## src/rtl/core_sysid_pkg.sv

```systemverilog
// Shared types and constants for the CORE system-ID checker: FSM states,
// slave word addresses and datapath widths.
package core_sysid_pkg;

    localparam int DATA_W = 32;
    localparam int WAIT_W = 3;
    localparam int ATT_W  = 4;

    localparam logic SYSID_ADDR_ID = 1'b0;
    localparam logic SYSID_ADDR_TS = 1'b1;

    typedef enum logic [2:0] {
        ST_IDLE,
        ST_RD_ID,
        ST_RD_TS,
        ST_CHECK,
        ST_FINISH
    } state_e;

endpackage

```

## src/rtl/core_sysid_wait_timer.sv

```systemverilog
// Loadable down-counter pacing each system-ID read; expired_o is high while
// the count sits at zero, so a load of N gives N+1 cycles until capture.
module core_sysid_wait_timer
    import core_sysid_pkg::*;
(
    input  logic              clock,
    input  logic              reset,
    input  logic              load_i,
    input  logic [WAIT_W-1:0] load_value_i,
    output logic              expired_o
);

    logic [WAIT_W-1:0] count_q;
    logic [WAIT_W-1:0] count_d;

    // NOTE: every combinational output gets a default first, so no path can infer a latch.
    always_comb begin
        count_d = count_q;
        if (load_i) begin
            count_d = load_value_i;
        end else if (count_q != '0) begin
            count_d = count_q - WAIT_W'(1);
        end
    end

    // NOTE: state flops use non-blocking assignments so every flop samples pre-edge values.
    always_ff @(posedge clock) begin
        if (reset) begin
            count_q <= '0;
        end else begin
            count_q <= count_d;
        end
    end

    assign expired_o = (count_q == '0);

endmodule

```

## config.mk

```make
export PLATFORM = sky130hd
export DESIGN_NAME = core_sysid_wait_timer
export DESIGN_NICKNAME = d
export VERILOG_FILES = /design/src/rtl/core_sysid_pkg.sv /design/src/rtl/core_sysid_wait_timer.sv
export SDC_FILE = /design/constraint.sdc
export NUM_CORES = 1
export LEC_CHECK = 0
export CORE_AREA = 2 2 39 41
export DETAILED_ROUTE_END_ITERATION = 8
export DIE_AREA = 0 0 41 43
export HOLD_SLACK_MARGIN = 0.05
export PLACE_DENSITY = 0.44
export RECOVER_POWER = 100
export SLEW_MARGIN = 20
export SYNTH_ARGS = -nofsm -noshare
export SYNTH_HDL_FRONTEND = slang
export SYNTH_SLANG_ARGS = --single-unit
```

## constraint.sdc

```tcl
create_clock -name clock -period 3.1 [get_ports clock]
set_input_delay 0.465 -clock clock [delete_from_list [all_inputs] [get_ports clock]]
set_output_delay 0.465 -clock clock [all_outputs]
set_load 0.01 [all_outputs]
```

# == Yosys cells after proc, flatten, opt, wreduce, memory -nomap -nowiden ==
# Index checks and enable logic that the tools add are counted.
# op_classes
addsub,1
mul,0
div_mod_pow,0
order_cmp,0
eq_ne,0
n_shift,0
mux,2
bitwise_logic,0
reduce_logical,3
# ops
cell,n
$mux W3,2
$logic_not A3 Y1,1
$reduce_bool A3 Y1,1
$sub A3 B1 Y3 const B,1
$reduce_bool A2 Y1,1
# word_totals
regBits,3
latchBits,0
ram_bits,0
romBits,0
input_bits,6
word_cells,7
n_memories,0

# == Depth between registers and ports, before layout ==
# Gate-level depths: netlist (run 1).
# logic_depth
word_depth,3
mapped_depth,4
depth_no_buf,4

# == Least setup slack after synthesis (run 1) ==
# Ideal clock, no wire load.
# synth_timing
path_kind,reg2reg
from,reg count_q[0]
to,reg count_q[2]
setup_time_ns,0.088
arrival_ns,1.150
required_time_ns,3.012
setup_slack_ns,1.862
path_stages_with_launch,5
period_less_slack_ns,1.238
cell_sequence,dfxtp_1 > inv_1 > ha_1 > or3b_1 > a311oi_2
# synth_between
elab_chain_cells,3
# synth_rtl
item,line_no,source
from (decl),core_sysid_wait_timer.sv:13,logic [WAIT_W-1:0] count_q;
from (signal assigned),core_sysid_wait_timer.sv:31,count_q <= count_d;
$sub A3 B1 Y3,core_sysid_wait_timer.sv:22,count_d = count_q - WAIT_W'(1);
$mux W3,core_sysid_wait_timer.sv:21,end else if (count_q != '0) begin
$mux W3,core_sysid_wait_timer.sv:19,if (load_i) begin
# Several ways; a longest one is shown, not always the timed one. The select of a mux whose other input is x is not followed.
# A chain may end at the register's enable or synchronous reset.

# == Worst setup path after layout (run 1) ==
# layout_timing
from,reg count_q[0]
to,out expired_o
# layout_between
elab_chain_cells,1
# layout_rtl
item,line_no,source
$logic_not A3 Y1,core_sysid_wait_timer.sv:35,assign expired_o = (count_q == '0);
to (decl),core_sysid_wait_timer.sv:10,output logic expired_o
# Every way passes these cells.

==> results.toml, run 1 <==
[clock_tree]
cts_tree = "yes"
cts_resized = 0
cts_hold_buf = 0
clk_pin_slew_ps = 40
worstSkewPairLatency_ps = 240
ctsHtreeMaxLevel = 1
cts_setup_buffers = 0
cts_buffers = 3
clock_path_buffers = 2
cts_root_buffer = "clkbuf_4"
cts.sinks = 3

[synthesis]
synth_warnings = 0
ys_seq_area_share_pct = 29.1
synthesis.area_sq_um = 206
synth_top_family_by_area = "simple AND/OR/NAND/NOR gates"
synthTopCellsByArea = "dfxtp_1 (29%), nor2b_1 (15%), ha_1 (12%), a2111oi_1 (9.7%), nor4b_1 (8.5%)"
ys_ff_latch = 3
synthMuxAreaShare_pct = 0
synth_xor_area_share_pct = 0
synthesis.nets = 30
syn-mean-instance-area_sq_um = 9.38
synth_cell_types = 10
synthAdderAreaFrac_pct = 12.1
synth_top_cell_by_area = "dfxtp_1"
synth_compound_area_share_pct = 17.0
synthSimpleGateAreaFrac_pct = 34.5
synth_cells = 22
synth_top_area_share_pct = 29.1

[setup_path]
r2r_start = "count_q[0]"
slowest_stage = "dlygate4sd3_1"
cp_num_buf_inv = 3
critical_path.cell_chain = "inv_1 -> ha_1 -> nand2b_1 -> inv_1 -> dlygate4sd3_1"
cpMostUsedCell = "inv_1"
slowest_delay_ps = 590
cp.arrival_ps = 1630
path_class = "reg -> out"
r2r_slack_ps = 1780
crit_family = "buffers and inverters"
start_kind = "register"
rr_worst_depth = 4
required_ps = 2630
cp_max_fo = 4
cp-end-kind = "primary output"
r2r_end = "count_q[1]"

[sta]
hold_ws_ps = 598
finalSetupTns_ps = 0
slew_viol_final = 0
worstMarginPinSlew_ps = 344
fmax_mhz = 478
rsz0062_at_grt = "no"
max-slew-margin-rel_pct = 76.4
min_period_ps = 2090
timing.final.crit_share_pct = 67.5
setup_violations = 0
clock_skew_ps = 7.76
hold_viol = 0

[global_routing]
grt_pass1_wl_um = 696
grt-ovfl-total = 0
grt_max_degree = 9
antenna_found_initial = 0
grt_pass1_vias = 154
track_usage_pct = 7.21

[layout]
antenna_cells = 0
fillers = 156
largest_registers = "count_q x3"
syn_to_final_growth_pct = 50.9
drive_gt1_share_pct = 12.5
final_core_util_pct = 22.5
largest_register_ffs = 3
postLayoutCellArea_sq_um = 312
regMostFlops = "count_q"
num-nets-final = 41

[power_and_ir_drop]
power.switching_uw = 39.3
swShare_pct = 26.0
vdd_drop_max_v = 0.0000878
total_power_uw = 151
p_comb_share_pct = 23.4
pwr-share-seq_pct = 30.6
power_frac_clock_pct = 46.0
p_int_uw = 112
power_leakage_uw = 0.000122
power_density_mw_per_mm2 = 486

[drt]
drc = 0
vias = 191
initialDrtViolationCount = 3
drtAntennaViolNets = 0
dr.pass1.iters = 4
avgViaCountPerCell = 3.98
wl_per_cell_um = 9.23
drt_wl_total_um = 443

[floorplan]
rows = 14
io_pins = 7
dieArea_sq_mm = 0.00176
start_util_pct = 14.9
die_h_um = 43
dieWidth_um = 41
design.core.area_sq_mm = 0.00138

[outcome]
status = "finished, final reports clean"

[hold_path]
hp-class = "reg -> reg"
min_path_cells = 2
min_to = "count_q[0]"
hold_path.startpoint = "count_q[0]"

[placed_design]
port_buffers = 6
dpl_cell_area_sq_um = 287
gp_congestion = 0.613

[job]
maxCapViolCount = 0
## power groups by stage
stage,Combinational [uW],Sequential [uW],Clock [uW]
2_1_floorplan,22.1,45.8,0
3_3_place_gp,36.5,46.7,0
3_5_place_dp,37.6,46.8,0
4_1_cts,38.0,46.3,73.2
5_1_grt,40.8,46.8,80.6
6_report,35.5,46.2,69.6
## logic make-up after synthesis
family                     count (synthesis)
AOI/OAI and AO/OA                          3
DFF                                        3
and+or+nand+nor                           10
adders and majority gates                  2
buffers and inverters                      4
## worst min-delay path: stages, from the launching register on
cell and delay [ps]:
dfxtp_1 330, nor2b_1 130, a2111oi_1 80
## cell type report
type                            count  area, sq um  area share (%)
Clock buffer                        4         26.3            8.43
Inverter                            4         15.0            4.82
Tap cell                           16         20.0            6.43
Multi-Input combinational cell     15          130            41.8
Timing Repair Buffer                6         60.1            19.3
Sequential cell                     3         60.1            19.3
## metal layers
layer  vias to the layer above  wire length, um  track usage, %  share of wire, %
met1                        86              185            7.32                42
met3                         2               22            4.71               5.0
met5                         -                0               0                 0
met2                         7              224            7.81                51
met4                         0               11            10.0               2.5
li1                         96                -               -                 -
## cell usage in the layout (no fill, tap or decap)
master,instances
a311oi_2,1
nor4b_1,2
inv_1,4
clkbuf_1,1
nor2b_1,5
dlygate4sd3_1,2
clkdlybuf4s50_1,4
nand2b_1,1
ha_1,2
a2111oi_1,1
clkbuf_4,3
a2111oi_0,1
or2b_1,1
or3b_1,1
dfxtp_1,3
## stage by stage
stage | cells | setup slack [ps]
2_1_floorplan | 22 | 1860
4_1_cts | 48 | 1100
5_1_grt | 48 | 917
3_3_place_gp | 44 | 1370
6_report | 48 | 1010
3_5_place_dp | 44 | 1360
## synth_stat cells
master / instances
a2111oi_1: 2
a311oi_2: 1
dfxtp_1: 3
ha_1: 2
inv_1: 4
nand2b_1: 1
nor2b_1: 5
nor4b_1: 2
or2b_1: 1
or3b_1: 1
## worst max path at each step
stage                          start         end  slack, ps  depth (start not counted)
after floorplan           count_q[0]  count_q[2]       1860                          4
after global placement    count_q[0]   expired_o       1370                          5
after detailed placement  count_q[0]   expired_o       1360                          5
after CTS                 count_q[0]   expired_o       1100                          5
after global routing      count_q[0]   expired_o        920                          5
final                     count_q[0]   expired_o       1010                          5
(Power assumes the default switching activity.)
==> run 2, diff against run 1 <==
PLACE_DENSITY = 0.45   (was 0.44)
clock period = 1.75 ns   (was 3.1 ns; I/O delays follow)
==> run 2 against run 1 <==
Effect of this change: total power is 74% higher; cell count stayed put; global-route usage fell by 0.51 points; non-clock buffer count stayed put; clock power rose by 75%; critical path depth did not move; combinational power up 67%; via count is 0.52% lower; clock skew is 4.4 ps lower; first-iteration DRC count decreased by 100%; register-to-register slack worse by 1400 ps; die area unchanged; largest cell class unchanged.
==> results.toml, run 2 (synthesized netlist as in run 1, its figures left out) <==
[job]
maxCapViolCount = 0

[setup_path]
path_class = "reg -> out"
required_ps = 1490
critPathLaunch = "count_q[0]"
cp.arrival_ps = 1310
cp-end-kind = "primary output"
endpoint = "expired_o"
r2r_end = "count_q[1]"
rr_worst_depth = 4
cp_max_fo = 4
r2r_slack_ps = 410
start_kind = "register"
r2r_start = "count_q[0]"

[global_routing]
track_usage_pct = 6.70
grt_pass1_wl_um = 676
grt-ovfl-total = 0
grt_pass1_vias = 196
grt_max_degree = 9
antenna_found_initial = 0

[layout]
largest_register_ffs = 3
final_cell_mix = "nor2b_1 (5), clkdlybuf4s50_1 (5), inv_1 (4)"
final_cells = 48
regMostFlops = "count_q"
antenna_cells = 0
syn_to_final_growth_pct = 47.3
largest_registers = "count_q x3"
drive_gt1_share_pct = 9.38
num-nets-final = 41

[sta]
rsz0062_at_grt = "no"
timing.final.crit_share_pct = 89.7
clock_skew_ps = 3.40
setup_violations = 0
hold_viol = 0
finalSetupTns_ps = 0
min_period_ps = 1570
max-slew-margin-rel_pct = 75.1
fmax_mhz = 637
slew_viol_final = 0
worstMarginPinSlew_ps = 364

[drt]
drc = 0
highest_layer = "met4"
drt_wl_total_um = 440
drtAntennaViolNets = 0
wl_per_cell_um = 9.17
avgViaCountPerCell = 3.96
initialDrtViolationCount = 0
routed-wl-met3_um = 18
wirelength_met1_um = 148
vias = 190
dr.pass1.iters = 1
wl_met2_um = 249

[placed_design]
dp.cells = 44
gp_congestion = 0.583
dpl.hpwl_um = 337
port_buffers = 6

[floorplan]
dieArea_sq_mm = 0.00176
io_pins = 7
rows = 14
dieWidth_um = 41
start_util_pct = 14.9
die_h_um = 43
design.core.area_sq_mm = 0.00138

[power_and_ir_drop]
power_leakage_uw = 0.000122
power_frac_clock_pct = 46.4
p_comb_share_pct = 22.5
pwr-share-seq_pct = 31.1
power.switching_uw = 66.5
p_int_uw = 196
vdd_drop_max_v = 0.000153
power_density_mw_per_mm2 = 864
swShare_pct = 25.3

[clock_tree]
cts_setup_buffers = 0
cts.sinks = 3
cts_tree = "yes"
clock_path_buffers = 2
cts_buffers = 3
ctsHtreeMaxLevel = 1
cts_root_buffer = "clkbuf_4"
worstSkewPairLatency_ps = 230
clk_pin_slew_ps = 30

[outcome]
status = "finished, final reports clean"

[hold_path]
hp-class = "reg -> reg"
## run 2: power by group through the flow
stage | clock network, uW | logic (uW) | registers (uW)
detailed placement | 0 | 65.9 | 82.6
CTS | 129 | 64.7 | 81.5
global route | 130 | 66.2 | 82.7
global placement | 0 | 65.0 | 82.2
floorplan | 0 | 39.1 | 81.1
finish | 122 | 59.2 | 81.6
## run 2: worst min-delay path by stage
stage | startpoint | end | cells after the start | slack [ps]
finish | count_q[0] | count_q[0] | 2 | 610
global placement | count_q[0] | count_q[0] | 2 | 580
global route | count_q[0] | count_q[0] | 2 | 660
CTS | count_q[0] | count_q[0] | 2 | 620
detailed placement | count_q[0] | count_q[0] | 2 | 610
floorplan | reset | count_q[2] | 1 | 330
## run 2: stage by stage
stage	setup slack (ps)	hold slack (ps)	instance area [sq um]	power (uW)	util (%)
after global routing	110	665	304	279	22.0
after detailed placement	217	613	287	148	20.7
final	180	609	304	263	22.0
after global placement	215	584	287	147	20.7
after floorplan	512	330	206	120	-
after CTS	201	619	314	276	22.7
## run 2: layer usage
metal / track usage [%] / up-vias
li1: - / 97
met4: 12.0 / 0
met2: 10.3 / 3
met3: 1.57 / 2
met5: 0 / -
met1: 4.13 / 88
## run 2: critical path: stages, from the launching register on
cell,delay (ps)
dfxtp_1,340
inv_1,70
ha_1,230
nand2b_1,120
inv_1,50
dlygate4sd2_1,270
## run 2: layout make-up
class / instances / area (sq um)
clock buffers: 4 / 26.3
fillers: 160 / 1080
inverters: 4 / 15.0
multi-input cells: 15 / 124
flip-flops and latches: 3 / 60.1
well taps: 16 / 20.0
repair buffers: 6 / 58.8
## run 2: timing repair
item                                    4_1_cts  5_1_grt
hold buffers                                  0        0
resized for setup                             2        0
endpoints found under the hold margin         0        0
endpoints found under the setup margin        1        0
==> run 3, diff against run 2 <==
DONT_BUFFER_PORTS = 1   (was not set)
PLACE_DENSITY = 0.38   (was 0.45)
SLEW_MARGIN = 0   (was 20)
==> run 3 against run 2 <==
Effect of this change: count of clock-buffer cells in the layout unchanged; critical path depth down 1; first-iteration DRC count up 2; die area unchanged; critical path type is now reg -> reg; sequential cell count unchanged; critical endpoint is now count_q[2]; clock power down 3%; global-route usage up 0.21 points; non-clock buffer count down 6; sequential power down 0.5%.
==> results.toml, run 3 (synthesized netlist as in run 1, its figures left out) <==
[floorplan]
dieWidth_um = 41
design.core.area_sq_mm = 0.00138
rows = 14
dieArea_sq_mm = 0.00176
die_h_um = 43
io_pins = 7
start_util_pct = 14.9

[sta]
fmax_mhz = 742
finalSetupTns_ps = 0
clock_skew_ps = 0.149
rsz0062_at_grt = "no"
max-slew-margin-rel_pct = 78.4
worstMarginPinSlew_ps = 315
slew_viol_final = 0
timing.final.crit_share_pct = 77.0
min_period_ps = 1350
hold_viol = 0
setup_ws_ps = 403
setup_violations = 0

[setup_path]
start_kind = "register"
slowest_stage = "or3b_1"
critical_path.cell_chain = "inv_1 -> ha_1 -> or3b_1 -> a311oi_1"
path_class = "reg -> reg"
cp.arrival_ps = 1480
cp-end-kind = "register"
cp_max_fo = 4
slowest_delay_ps = 350
required_ps = 1880

[clock_tree]
worstSkewPairLatency_ps = 230
cts_resized = 0
cts.sinks = 3
cts_setup_buffers = 0
cts_tree = "yes"
clock_path_buffers = 2
ctsHtreeMaxLevel = 1
clk_pin_slew_ps = 30
cts_root_buffer = "clkbuf_4"
cts_hold_buf = 0
cts_buffers = 3

[drt]
drtAntennaViolNets = 0
dr.pass1.iters = 2
avgViaCountPerCell = 4.21
initialDrtViolationCount = 2
drt_wl_total_um = 408
drc = 0
wl_per_cell_um = 9.71
vias = 177

[layout]
fillers = 155
drive_gt1_share_pct = 11.5
regMostFlops = "count_q"
final_common_cell = "nor2b_1"
antenna_cells = 0
final_cell_mix = "nor2b_1 (5), inv_1 (4), clkbuf_4 (3), dfxtp_1 (3)"
largest_register_ffs = 3
syn_to_final_growth_pct = 18.2
largest_registers = "count_q x3"
num-nets-final = 35
final_cells = 42

[global_routing]
track_usage_pct = 6.91
grt-ovfl-total = 0
grt_pass1_wl_um = 690
grt_pass1_vias = 183
grt_max_degree = 9
antenna_found_initial = 0

[placed_design]
port_buffers = 0
dp.cells = 38
pre_cts_ws_ps = 416
gp_congestion = 0.581

[power_and_ir_drop]
power_leakage_uw = 0.0000968
power_frac_clock_pct = 49.3
power.switching_uw = 57.6
pwr-share-seq_pct = 33.8
total_power_uw = 240
vdd_drop_max_v = 0.000250
power_density_mw_per_mm2 = 985
p_int_uw = 183
swShare_pct = 24.0
p_comb_share_pct = 16.9

[hold_path]
hp-class = "in -> reg"

[outcome]
status = "finished, final reports clean"

[job]
maxCapViolCount = 0
run 3: final timing paths:
check,from,endpoint,slack (ps),cells after the start
max reg2reg,count_q[0],count_q[2],400,4
min reg2reg,count_q[0],count_q[0],600,2
min,reset,count_q[2],110,1
max,count_q[0],count_q[2],400,4
run 3: power by group through the flow:
stage                     Clock, uW  Combinational [uW]  Sequential (uW)
after global routing            132                47.2             82.2
final                           118                40.7             81.2
after detailed placement          0                45.7             82.4
after CTS                       125                45.9             81.2
after floorplan                   0                39.1             81.1
after global placement            0                44.1             82.6
run 3: layout make-up:
cell class	instances	area, sq um	share of cell area (%)
clock buffer	4	26.3	10.8
inverter	4	15.0	6.15
multi-input combinational	15	123	50.3
sequential	3	60.1	24.6
tap	16	20.0	8.21
run 3: through the flow:
step	hold slack, ps	utilization [%]	instance area [sq um]
2_1_floorplan	330	-	206
3_3_place_gp	332	16.4	226
3_5_place_dp	338	16.4	226
4_1_cts	95.1	18.3	253
5_1_grt	104	17.6	244
6_report	110	17.6	244
run 3: critical path, delay by kind of cell, from the launching register on:
family	cells	cell delay, ps
AND/OR/NAND/NOR	1	350
flip-flops	1	330
buffers and inverters	1	70
AO/OA/AOI/OAI	1	270
adder cells (fa/ha/maj)	1	230
run 3: routing by layer:
layer  up-vias  share of wire (%)  routed length [um]  track usage (%)
li1         88                  -                   -                -
met1        81                 41                 169             6.39
met2         6                 46                 189             7.81
met3         2                6.4                  26             4.71
met4         0                5.6                  23             10.0
met5         -                  0                   0                0
